[src/rtl/gray_bin_arb_if.sv]
// Bus between the four Gray-coded requesters and the shared converter.
// The master side drives requests and operands; the slave side returns grants and results.
interface gray_bin_arb_if #(
    parameter int W = 3
);
    logic [3:0]     req;
    logic [4*W-1:0] g_in;
    logic [3:0]     gnt;
    logic [W-1:0]   b_out;
    logic           b_valid;
    logic [1:0]     b_id;
    logic           busy;

    modport master (
        output req, g_in,
        input  gnt, b_out, b_valid, b_id, busy
    );

    modport slave (
        input  req, g_in,
        output gnt, b_out, b_valid, b_id, busy
    );
endinterface

[src/rtl/gray_bin_arb.sv]
// One registered Gray-to-binary converter shared round-robin by four requesters.
// Each grant costs two cycles: an arbitration/GRANT cycle, then an OUT cycle carrying the result.
module gray_bin_arb #(
    parameter int W = 3
) (
    input  logic         clk,
    input  logic         rst_n,
    gray_bin_arb_if.slave bus
);
    typedef enum logic [1:0] {
        IDLE,
        GRANT,
        OUT
    } state_t;

    state_t       state;
    state_t       next_state;
    logic [1:0]   rr_ptr;
    logic [W-1:0] g_reg;
    logic [1:0]   id_reg;
    logic [3:0]   gnt_q;
    logic [W-1:0] b_out_q;
    logic         b_valid_q;
    logic [1:0]   b_id_q;
    logic         busy_q;

    logic [1:0]   winner;
    logic         found;
    logic         arb_en;
    logic         conv_en;

    function automatic logic [W-1:0] gray2bin(input logic [W-1:0] g);
        logic [W-1:0] b;
        b[W-1] = g[W-1];
        for (int k = W - 2; k >= 0; k--) begin
            b[k] = b[k+1] ^ g[k];
        end
        return b;
    endfunction

    // Scan from rr_ptr upward, wrapping at 4; the 2-bit sum provides the modulo.
    always_comb begin
        winner = rr_ptr;
        found  = 1'b0;
        for (int k = 0; k < 4; k++) begin
            if (!found && bus.req[rr_ptr + 2'(k)]) begin
                winner = rr_ptr + 2'(k);
                found  = 1'b1;
            end
        end
    end

    always_comb begin
        next_state = state;
        arb_en     = 1'b0;
        conv_en    = 1'b0;
        case (state)
            IDLE: begin
                if (|bus.req) begin
                    arb_en     = 1'b1;
                    next_state = GRANT;
                end
            end
            GRANT: begin
                conv_en    = 1'b1;
                next_state = OUT;
            end
            OUT: begin
                if (|bus.req) begin
                    arb_en     = 1'b1;
                    next_state = GRANT;
                end else begin
                    next_state = IDLE;
                end
            end
            default: next_state = IDLE;
        endcase
    end

    // busy is registered from next_state so it never glitches on state decoding.
    always_ff @(posedge clk or negedge rst_n) begin
        if (!rst_n) begin
            state  <= IDLE;
            busy_q <= 1'b0;
        end else begin
            state  <= next_state;
            busy_q <= (next_state != IDLE);
        end
    end

    always_ff @(posedge clk or negedge rst_n) begin
        if (!rst_n) begin
            rr_ptr    <= 2'd0;
            g_reg     <= '0;
            id_reg    <= 2'd0;
            gnt_q     <= 4'b0000;
            b_out_q   <= '0;
            b_valid_q <= 1'b0;
            b_id_q    <= 2'd0;
        end else begin
            gnt_q     <= 4'b0000;
            b_valid_q <= conv_en;
            if (arb_en) begin
                g_reg  <= bus.g_in[int'(winner)*W +: W];
                id_reg <= winner;
                gnt_q  <= 4'b0001 << winner;
                rr_ptr <= winner + 2'd1;
            end
            if (conv_en) begin
                b_out_q <= gray2bin(g_reg);
                b_id_q  <= id_reg;
            end
        end
    end

    assign bus.gnt     = gnt_q;
    assign bus.b_out   = b_out_q;
    assign bus.b_valid = b_valid_q;
    assign bus.b_id    = b_id_q;
    assign bus.busy    = busy_q;
endmodule

[src/flat_wrapper.sv]
// flat-port wrapper written by rule: the top's interface ports become plain ports
module gray_bin_arb_flat 
#(
    parameter int W = 3
)
  (clk, rst_n, bus_req, bus_g_in, bus_gnt, bus_b_out, bus_b_valid, bus_b_id, bus_busy);
  gray_bin_arb_if #(.W(W)) bus_i ();
  input  logic clk;
  input  logic rst_n;
  input wire logic [$bits(bus_i.req)-1:0] bus_req;
  input wire logic [$bits(bus_i.g_in)-1:0] bus_g_in;
  output wire logic [$bits(bus_i.gnt)-1:0] bus_gnt;
  output wire logic [$bits(bus_i.b_out)-1:0] bus_b_out;
  output wire logic [$bits(bus_i.b_valid)-1:0] bus_b_valid;
  output wire logic [$bits(bus_i.b_id)-1:0] bus_b_id;
  output wire logic [$bits(bus_i.busy)-1:0] bus_busy;
  assign bus_i.req = bus_req;
  assign bus_i.g_in = bus_g_in;
  assign bus_gnt = bus_i.gnt;
  assign bus_b_out = bus_i.b_out;
  assign bus_b_valid = bus_i.b_valid;
  assign bus_b_id = bus_i.b_id;
  assign bus_busy = bus_i.busy;
  gray_bin_arb #(.W(W)) u_core (.clk(clk), .rst_n(rst_n), .bus(bus_i));
endmodule
[config.mk]
export PLATFORM = sky130hd
export DESIGN_NAME = gray_bin_arb_flat
export DESIGN_NICKNAME = d
export VERILOG_FILES = /design/src/rtl/gray_bin_arb_if.sv /design/src/rtl/gray_bin_arb.sv /design/src/flat_wrapper.sv
export SDC_FILE = /design/constraint.sdc
export NUM_CORES = 1
export LEC_CHECK = 0
export BUFFER_PORTS_ARGS = -buffer_cell sky130_fd_sc_hd__buf_4
export CORE_AREA = 2 2 47 49
export CTS_CLUSTER_DIAMETER = 30
export CTS_CLUSTER_SIZE = 28
export DETAILED_ROUTE_END_ITERATION = 8
export DIE_AREA = 0 0 49 51
export GPL_TIMING_DRIVEN = 0
export PLACE_DENSITY = 0.83
export SLEW_MARGIN = 20
export SYNTH_ARGS = -nofsm -noshare
export SYNTH_HDL_FRONTEND = slang
export SYNTH_SLANG_ARGS = --single-unit
[constraint.sdc]
create_clock -name clk -period 1.85 [get_ports clk]
set_clock_uncertainty 0.15 [all_clocks]
set_input_delay 0.37 -clock clk [delete_from_list [all_inputs] [get_ports clk]]
set_output_delay 0.37 -clock clk [all_outputs]
set_load 0.02 [all_outputs]
### Word-level counts from Yosys, hierarchy flattened

Index checks and enable logic that the tools add are counted.
Widths: inputs -> output; s select.

* register bits after elaboration: 20
* input port bits: 18
* output and inout bits: 11
* logic and storage cells: 55

* add/sub/neg operators: 4
* multiply operators: 1
* order comparisons: 4
* eq/ne operators: 2
* shifts and indexed selects: 2
* mux-type cells: 21
* bitwise gates (word level): 2
* reduce and logical (&&, ||, !) cells: 10

Operators by type and width (count)
* $shiftx 12x32->3: 1
* $lt 2x3->1 const B: 4
* $mux 1: 11
* $bmux 1 s2: 4
* $mux 2: 4
* $pmux 2 s3: 1
* $add 2x1->2 const B: 2
* $add 2x2->2 const B: 2
* $mul 2x2->4 const B: 1
* $mux 4: 1
* $reduce_or 4->1: 1
* $shl 1x2->4 const A: 1
* $logic_and 1x1->1: 3
* $logic_not 1->1: 3
* $eq 2x1->1 const B: 1
* $eq 2x2->1 const B: 1
* $logic_not 2->1: 1
* $reduce_bool 2->1: 1
* $reduce_or 2->1: 1
* $xor 1x1->1: 2

### Depth between registers and ports, before layout

Gate-level depths: netlist of run 1.

* depth after elaboration: 14
* depth in mapped cells: 6
* mapped depth without buffers: 6

### Least setup slack after synthesis of run 1

OpenSTA, ideal clock, no wires.

* kind: flip-flop to flip-flop
* from: register u_core.rr_ptr[1]
* to: register u_core.g_reg[1]
* library setup time: 0.132 ns
* arrival: 1.371 ns
* data required time: 1.568 ns
* slack: 0.197 ns
* stages on the path, launching flop included: 7
* path buffers: 1
* period minus slack after synthesis: 1.653 ns
* cells stage by stage: dfrtp_1 -> a21bo_2 -> a21oi_2 -> nor3_4 -> buf_6 -> a211oi_1 -> a211oi_2

* cells in the longest elaborated chain, start to end: 14

Ends and longest elaborated chain
* start, declared: RTL line gray_bin_arb.sv:18 `logic [1:0] rr_ptr;`
* start signal, assigned: RTL line gray_bin_arb.sv:107 `rr_ptr <= winner + 2'd1;`
* branches (longest 11 deep; another with $add 2x1->2)
* $mux 2 (*): RTL line gray_bin_arb.sv:46 `if (!found && bus.req[rr_ptr + 2'(k)]) begin`
* $mul 2x2->4 (*): RTL line gray_bin_arb.sv:104 `g_reg <= bus.g_in[int'(winner)*W +: W];`
* $shiftx 12x32->3 (*): RTL line gray_bin_arb.sv:104
* end signal, assigned: RTL line gray_bin_arb.sv:104
* end, declared: RTL line gray_bin_arb.sv:19 `logic [W-1:0] g_reg;`

Every way passes the cells marked *. The select of a mux whose other input is x is not followed.
A chain may end at the register's enable or synchronous reset.

### Worst setup path after layout of run 1

Ends and elaborated chain as after synthesis.

==> reports/qor.yml, run 1 <==
synth:
  synth.area.top_cells: "dfrtp_1 (51%), a211oi_2 (4.0%), nand2_1 (3.6%)"
  synth_top_family_by_area: "compound AO/OA/AOI/OAI gates"
  yosysTopAreaCellShare: 0.509
  synthAdderAreaFrac: 0
  synthArstFlopShare: 1.00
  ys_warn_count: 0
  synth.area.mux_share: 0.0683
  synth-xor-area-share: 0.0281
  synth_common_cells: "dfrtp_1 (19), nand2_1 (9), nor2_1 (7)"
  synth_compound_area_frac: 0.197
  syn_inst: 84
  synth_seq_cells: 19
  synth.avg_cell_area_um2: 11.1
  synth.largest_area_cell: "dfrtp_1"
  synthSimpleGateAreaFrac: 0.158
  synth-edff-count: 0
  synth.distinct_cells: 32
  synth_fp_nets: 102
  synth-main-ff-cell: "dfrtp_1"
  netlist_area_um2: 935
  post-synth-top-count-cell: "dfrtp_1"
  ys_seq_area_frac: 0.509
sta:
  tns_ps: 0
  rsz0062_at_grt: "yes"
  layout_setup_ws_ps: 72.5
  setup_violations: 0
  slew_headroom: 0.750
  worstMarginPinSlew_ps: 376
  post-route-period-util: 0.961
  drv_slew: 0
  finalCriticalPeriod_ps: 1780
  hold_slack_ps: 260
  hold_viol_final: 0
  fmax_mhz: 563
place:
  numPortBuffers: 28
  placed_area_um2: 1180
  dpl_worst_slack_ps: -42.5
  gp_congestion: 0.747
  dp_hpwl_mm: 1.36
cts:
  cts_made_buffers: 3
  clkSinkCount: 19
  htree_levels: 1
  cts_tree: "yes"
  cts_root_buf: "clkbuf_4"
  clk_pin_slew_ps: 100
  clkLatencyLatePin_ps: 300
  cts_buffer_depth: 2
  postCtsSetupRepairBufs: 0
routing:
  first_pass_iters: 4
  via_per_inst: 4.88
  drc: 0
  ant_nets: 0
  drt_iter0_markers: 13
  wl_mm: 1.79
  vias: 707
  wl_per_cell_um: 12.4
critical_path:
  end_kind: "flip-flop"
  startpoint_type: "flip-flop"
  crit_type: "flip-flop to flip-flop"
  crit_required_ps: 1890
  critPathArrivalTime_ps: 1810
  critPathMaxFanout: 10
worst_hold_path:
  min_path_type: "input pin to flip-flop"
run:
  cap_violations: 0
global_route:
  track_usage: 0.157
  grt_pass1_vias: 691
  globalRoute.totalOverflow: 0
  grt_pass1_wl_mm: 2.99
  grt_max_degree: 20
  antenna_found_initial: 0
die:
  core-area_um2: 2060
  die_width_um: 49
  initial_core_util: 0.453
  dieArea_um2: 2500
  die_h_um: 51
  row_count: 17
  io_pins: 29
run_status:
  status: "complete, no violations"
power:
  p_per_area_nw_per_um2: 1410
  ir_worst_vdd_mv: 0.651
  p_leak_uw: 0.000584
finish:
  largest_reg_flops: 4
  area_delta_synth_final_pct: 33.2
  fillers: 198
  diodes: 0
  layout-drive-gt1-share: 0.436
  fin_area_um2: 1240
  final_nets: 136
per-stage QoR:
step	utilization	power, uW	cells
floorplan	-	1270	84
global placement	0.572	1520	140
detailed placement	0.572	1550	140
CTS	0.589	1750	145
global route	0.603	1890	145
finish	0.603	1760	145
path summary, 6_finish.rpt:
path,endpoint,slack [ps],cells after the start,from
max,u_core.g_reg[1],70,6,u_core.rr_ptr[1]
min,u_core.g_reg[0],260,3,bus_g_in[0]
max reg2reg,u_core.g_reg[1],70,6,u_core.rr_ptr[1]
min reg2reg,u_core.bus.b_out[1],350,2,u_core.bus.b_out[1]
max in group asynchronous,u_core.rr_ptr[0],1010,2,rst_n
min in group asynchronous,u_core.g_reg[0],340,2,rst_n
power breakdown:
| part | internal [uW] | switching (uW) |
|---|---|---|
| registers | 585 | 107 |
| clock network | 84.0 | 118 |
| logic | 414 | 453 |
| total | 1080 | 677 |
area by class of cell:
class | count | area [um^2] | area share
Buffer | 3 | 22.5 | 0.0181
Clock buffer | 4 | 26.3 | 0.0211
Inverter | 4 | 15.0 | 0.0121
Multi-Input combinational cell | 58 | 450 | 0.362
Sequential cell | 19 | 475 | 0.382
Tap cell | 28 | 35.0 | 0.0281
Timing Repair Buffer | 29 | 220 | 0.177
layer usage:
| metal | GRT usage | share of wire | up-vias |
|---|---|---|---|
| li1 | - | - | 358 |
| met1 | 0.191 | 0.42 | 321 |
| met2 | 0.269 | 0.51 | 23 |
| met3 | 0.0175 | 0.047 | 5 |
| met4 | 0.100 | 0.025 | 0 |
| met5 | 0 | 0 | - |
cell usage in the layout (no fill, tap or decap), types with 2 or more instances in the layout:
cell type	Yosys	layout
nand2_1	9	9
clkbuf_4	0	3
nor2_1	7	7
or2_1	2	2
clkbuf_1	1	2
o31a_1	3	3
dfrtp_1	19	19
inv_1	3	3
a211oi_1	3	3
mux2i_1	3	3
buf_4	1	29
nand2b_1	3	3
mux2_2	3	3
a211oi_2	3	3
xnor2_1	2	2
o21ai_0	2	2
critical path: stages (launching register included):
cell      delay, ps
dfrtp_1         460
a21bo_2         250
a21oi_4         220
nor3_4           80
buf_6           150
a211oi_1        300
a211oi_2         70
repair_timing:
| item | CTS | global route |
|---|---|---|
| setup endpoints to repair | 0 | 3 |
| hold buffers | 1 | 0 |
| endpoints found under the hold margin | 19 | 0 |
| gates resized for setup | 0 | 4 |
kinds of logic after synthesis:
kind of cell	count (synthesis)
flip-flops	19
AND/OR/NAND/NOR	28
buffers and inverters	7
XOR/XNOR	3
AO/OA/AOI/OAI	21
multiplexers	6
Note: power is estimated with default switching activity, not from simulation.
==> run 2, diff against run 1 <==
CORE_AREA = 2 2 50 52   (was 2 2 47 49)
DIE_AREA = 0 0 52 54   (was 0 0 49 51)
PLACE_DENSITY = 0.75   (was 0.83)
==> run 2 against run 1 <==
Compared with the run above:
- clock power decreased by 2%
- fmax increased by 2.6%
- critical endpoint unchanged
- non-clock buffer count unchanged
==> reports/qor.yml, run 2 (same netlist as run 1, synthesis figures left out) <==
run_status:
  status: "complete, no violations"
cts:
  htree_levels: 1  # unchanged
  cts_made_buffers: 3  # unchanged
  clk_pin_slew_ps: 90  # about the same
  clkSinkCount: 19  # unchanged
  cts_root_buf: "clkbuf_4"
  cts_tree: "yes"
  clkLatencyLatePin_ps: 290  # about the same
  cts_buffer_depth: 2  # unchanged
routing:
  via_per_inst: 4.78  # -1.9%
  drt_iter0_markers: 2  # -11
  drc: 0  # unchanged
  wl_per_cell_um: 11.6  # -5.8%
  ant_nets: 0  # unchanged
  wl_mm: 1.71  # -4.5%
  first_pass_iters: 2  # -2
  vias: 703  # -0.57%
finish:
  fin_area_um2: 1240  # unchanged
  largest_reg_flops: 4  # unchanged
  fin_util: 0.537  # -0.0667
  final_nets: 136  # unchanged
  layout-drive-gt1-share: 0.444  # +0.00855
  layout_commonest_cell: "buf_4"
  fillers: 224  # +13%
  area_delta_synth_final_pct: 33.2  # unchanged
  final_cell_mix: "buf_4 (29), dfrtp_1 (19), nand2_1 (9)"
  layout.cells.non_filler: 147  # +1.4%
  diodes: 0  # unchanged
global_route:
  grt_pass1_wl_mm: 2.84  # -4.9%
  antenna_found_initial: 0  # unchanged
  grt_max_degree: 20  # unchanged
  grt_pass1_vias: 667  # -3.5%
  met3_usage: 0.00833  # -0.00921
  top_usage_layer: "met2"
  use_met2: 0.236  # -0.0331
  track_usage: 0.142  # -0.0157
  globalRoute.totalOverflow: 0  # unchanged
  grt_use_met1: 0.167  # -0.0239
worst_hold_path:
  min_from: "bus_g_in[2]"
  holdPathEnd: "u_core.g_reg[2]"
  min_path_type: "input pin to flip-flop"
  hold_path_depth: 3  # unchanged
power:
  total_power_uw: 1750  # -0.81%
  power.share.clock: 0.113  # -0.002
  switchingPower_uw: 663  # -2.1%
  switching_share: 0.380  # -0.00515
  ir_worst_vdd_mv: 0.601  # -7.7%
  p_per_area_nw_per_um2: 1400  # -0.81%
  p_int_uw: 1080  # about the same
  p_leak_uw: 0.000584  # about the same
  p_comb_frac: 0.493  # about the same
  p_seq_frac: 0.394  # about the same
critical_path:
  reg2regPathDepth: 6  # unchanged
  cpPeakStageDelay_ps: 460  # about the same
  cp_slowest_cell: "dfrtp_1"
  rrSetupSlack_ps: 120  # +40 ps
  r2r_end: "u_core.g_reg[1]"
  r2r-start: "u_core.rr_ptr[1]"
  critPathArrivalTime_ps: 1800  # about the same
  crit_chain: "a21bo_2, a21oi_2, nor3_4, buf_6, mux2i_1, a211oi_2"
  crit_type: "flip-flop to flip-flop"
  end_kind: "flip-flop"
  startpoint_type: "flip-flop"
  crit_required_ps: 1910  # +20 ps
  critPathMaxFanout: 10  # unchanged
sta:
  slew_headroom: 0.758  # +0.00891
  drv_slew: 0  # unchanged
  post-route-period-util: 0.937  # -0.0241
  hold_viol_final: 0  # unchanged
  fmax_mhz: 577  # +2.6%
  worstMarginPinSlew_ps: 362  # -13.4 ps
  setup_violations: 0  # unchanged
  rsz0062_at_grt: "no"
  finalCriticalPeriod_ps: 1730  # -44.7 ps
place:
  numPortBuffers: 28  # unchanged
  gp_congestion: 0.715  # -4.2%
  placed_area_um2: 1180  # +0.21%
  dp_hpwl_mm: 1.31  # -3.7%
  dpl.cell_count: 142  # +1.4%
die:
  die_h_um: 54  # +5.9%
  die_width_um: 52  # +6.1%
  dieArea_um2: 2810  # +12%
  io_pins: 29  # unchanged
  core-area_um2: 2320  # +12%
  initial_core_util: 0.403  # -0.0501
  row_count: 18  # +1
run:
  cap_violations: 0  # unchanged
-- run 2: power by group through the flow --
stage	sequential (uW)	clock [uW]	combinational [uW]
after CTS	689	205	850
after global placement	690	0	829
after floorplan	789	0	482
final	687	197	861
after detailed placement	697	0	848
after global routing	709	227	950
-- run 2: layer usage --
layer / up-vias / routed length (um)
met5: - / 0
met4: 0 / 49
met3: 5 / 83
met2: 21 / 831
met1: 321 / 745
li1: 356 / -
-- run 2: worst max-delay path by stage --
stage | endpoint | startpoint | depth (start not counted) | slack, ps
floorplan | u_core.g_reg[1] | u_core.rr_ptr[1] | 6 | 200
global placement | u_core.g_reg[1] | bus_req[1] | 7 | -10
detailed placement | u_core.g_reg[1] | bus_req[1] | 7 | -40
CTS | u_core.g_reg[1] | u_core.rr_ptr[1] | 5 | 5
global route | u_core.g_reg[0] | u_core.rr_ptr[1] | 6 | 10
finish | u_core.g_reg[1] | u_core.rr_ptr[1] | 6 | 120
-- run 2: worst max-delay path, delay by kind of cell (launching register included) --
family / cells / cell delay [ps]
AO/OA/AOI/OAI: 3 / 690
flip-flops: 1 / 460
buffers and inverters: 1 / 150
multiplexers: 1 / 130
AND/OR/NAND/NOR: 1 / 80
-- run 2: timing repair --
| item | 4_1_cts | 5_1_grt |
|---|---|---|
| setup endpoints to repair | 0 | 2 |
| endpoints found under the hold margin | 19 | 0 |
| resized for setup | 0 | 4 |
| setup buffers | 0 | 0 |
| hold buffers | 1 | 0 |
-- run 2: final cells by class --
| type | instances | area [um^2] | share of cell area |
|---|---|---|---|
| clock buffers | 4 | 26.3 | 0.0211 |
| inverters | 4 | 15.0 | 0.0121 |
| well taps | 30 | 37.5 | 0.0302 |
| multi-input cells | 58 | 448 | 0.360 |
| repair buffers | 29 | 220 | 0.177 |
| flip-flops and latches | 19 | 475 | 0.382 |
| plain buffers | 3 | 22.5 | 0.0181 |
-- run 2: per-stage QoR --
step	hold WS, ps	setup slack, ps	setup TNS [ps]
2_1_floorplan	-75.6	197	0
3_3_place_gp	100	-10.9	-10.9
6_report	281	117	0
4_1_cts	279	5.24	0
3_5_place_dp	100	-43.9	-43.9
5_1_grt	276	11.5	0
==> run 3, diff against run 2 <==
REMOVE_ABC_BUFFERS = 1   (was unset)
==> run 3 against run 2 <==
Compared with the run above:
- final area decreased by 0.60%
- final cell count decreased by 0.68%
- utilization decreased by 0.32 points
- first-iteration DRC count increased to 4.5 times the previous value
- die area unchanged
- total power increased by 0.69%
- via count increased by 2.7%
- count of clock-buffer cells in the layout unchanged
- largest cell class unchanged
- largest power group unchanged
- sequential cell count unchanged
==> reports/qor.yml, run 3 (same netlist as run 1, synthesis figures left out) <==
place:
  dpl.cell_count: 139  # -2.1%
  gp_congestion: 0.761  # +6.4%
  dp_hpwl_mm: 1.32  # +0.76%
  placed_area_um2: 1160  # -1.9%
  numPortBuffers: 28  # unchanged
die:
  core-area_um2: 2320  # unchanged
  io_pins: 29  # unchanged
  die_h_um: 54  # unchanged
  die_width_um: 52  # unchanged
  row_count: 18  # unchanged
  initial_core_util: 0.403  # unchanged
  dieArea_um2: 2810  # unchanged
routing:
  via_per_inst: 4.95  # +3.4%
  vias: 722  # +2.7%
  drc: 0  # unchanged
  ant_nets: 0  # unchanged
  first_pass_iters: 4  # +2
  drt_iter0_markers: 9  # +7
  wl_mm: 1.73  # +0.88%
  wl_per_cell_um: 11.8  # +1.6%
critical_path:
  critPathArrivalTime_ps: 1820  # +20 ps
  critPathBufInv: 1  # unchanged
  crit_required_ps: 1880  # -30 ps
  critPathMaxFanout: 7  # -3
  cp_slowest_cell: "dfrtp_1"
  crit_chain: "nand2b_1, a21oi_2, nor3_4, buf_4, a211oi_1, a211oi_2"
  end_kind: "flip-flop"
  cp_top_family: "compound AO/OA/AOI/OAI gates"
  cpPeakStageDelay_ps: 460  # about the same
  crit_type: "flip-flop to flip-flop"
  startpoint_type: "flip-flop"
cts:
  clk_pin_slew_ps: 100  # about the same
  cts_made_buffers: 3  # unchanged
  cts_tree: "yes"
  cts_root_buf: "clkbuf_4"
  cts_buffer_depth: 2  # unchanged
  clkSinkCount: 19  # unchanged
  clkLatencyLatePin_ps: 290  # about the same
  htree_levels: 1  # unchanged
sta:
  hold_slack_ps: 278  # -2.43 ps
  fmax_mhz: 557  # -3.4%
  rsz0062_at_grt: "yes"
  hold_viol_final: 0  # unchanged
  tns_ps: 0  # unchanged
  slew_headroom: 0.783  # +0.0241
  drv_slew: 0  # unchanged
  finalCriticalPeriod_ps: 1790  # +61.0 ps
  setup_violations: 0  # unchanged
  post-route-period-util: 0.970  # +0.0330
  worstMarginPinSlew_ps: 324  # -38.7 ps
finish:
  fillers: 221  # -1.3%
  layout.cells.non_filler: 146  # -0.68%
  fin_area_um2: 1240  # -0.60%
  largest_reg_flops: 4  # unchanged
  final_cell_mix: "buf_4 (30), dfrtp_1 (19), nand2_1 (9)"
  fin_util: 0.533  # -0.00324
  final_nets: 135  # -0.74%
  area_delta_synth_final_pct: 32.4
  layout_commonest_cell: "buf_4"
  layout-drive-gt1-share: 0.440  # -0.00479
  diodes: 0  # unchanged
power:
  p_leak_uw: 0.000581  # -0.45%
  switchingPower_uw: 674  # +1.8%
  p_seq_frac: 0.393  # about the same
  p_int_uw: 1080  # about the same
  p_comb_frac: 0.491  # -0.002
  p_per_area_nw_per_um2: 1420  # +1.3%
  ir_worst_vdd_mv: 0.608  # +1.2%
  switching_share: 0.384  # +0.00404
  power.share.clock: 0.116  # +0.003
run:
  cap_violations: 0  # unchanged
global_route:
  grt_max_degree: 20  # unchanged
  grt_pass1_vias: 642  # -3.7%
  grt_pass1_wl_mm: 2.72  # -4.4%
  track_usage: 0.132  # -0.00941
  antenna_found_initial: 0  # unchanged
  globalRoute.totalOverflow: 0  # unchanged
run_status:
  status: "complete, no violations"
worst_hold_path:
  min_path_type: "input pin to flip-flop"
[run 3: timing repair]
action,4_1_cts,5_1_grt
resized for setup,0,4
hold endpoints to repair,19,0
hold buffers,1,0
setup endpoints to repair,0,6
setup buffers,0,2
[run 3: final timing paths]
check	from	to	slack, ps	cells after the start
max	u_core.rr_ptr[1]	u_core.g_reg[1]	60	6
min	bus_g_in[0]	u_core.g_reg[0]	280	3
max reg2reg	u_core.rr_ptr[1]	u_core.g_reg[1]	60	6
min reg2reg	u_core.id_reg[0]	u_core.id_reg[0]	340	2
max in group asynchronous	rst_n	u_core.id_reg[1]	1030	2
min in group asynchronous	rst_n	u_core.rr_ptr[1]	330	2
[run 3: per-layer routing]
layer / track usage / up-vias / wire (um)
met3: 0.00833 / 2 / 86
met1: 0.176 / 342 / 777
met4: 0.0789 / 0 / 10
met2: 0.213 / 22 / 850
met5: 0 / - / 0
li1: - / 356 / -
[run 3: area by class of cell]
type	count	area (um^2)	share of cell area
Tap cell	30	37.5	0.0303
Timing Repair Buffer	31	235	0.190
Clock buffer	4	26.3	0.0212
Sequential cell	19	475	0.384
Multi-Input combinational cell	58	448	0.362
Inverter	4	15.0	0.0121
[run 3: power by group through the flow]
stage | Sequential (uW) | Combinational, uW | Clock, uW
2_1_floorplan | 789 | 444 | 0
3_3_place_gp | 691 | 793 | 0
3_5_place_dp | 701 | 811 | 0
4_1_cts | 693 | 815 | 208
5_1_grt | 715 | 948 | 224
6_report | 691 | 863 | 204
[run 3: per-stage QoR]
| stage | worst slack, ps | total power [uW] |
|---|---|---|
| after global routing | -7.76 | 1890 |
| after CTS | 1.17 | 1720 |
| after detailed placement | -61.4 | 1510 |
| after floorplan | 206 | 1230 |
| after global placement | -79.0 | 1480 |
| final | 56.2 | 1760 |
[run 3: worst register-to-register path: cells and delay by family, from the launching register on]
family | cells | cell delay, ps
compound gates | 3 | 630
flops | 1 | 460
simple gates | 2 | 270
buf+inv | 1 | 160
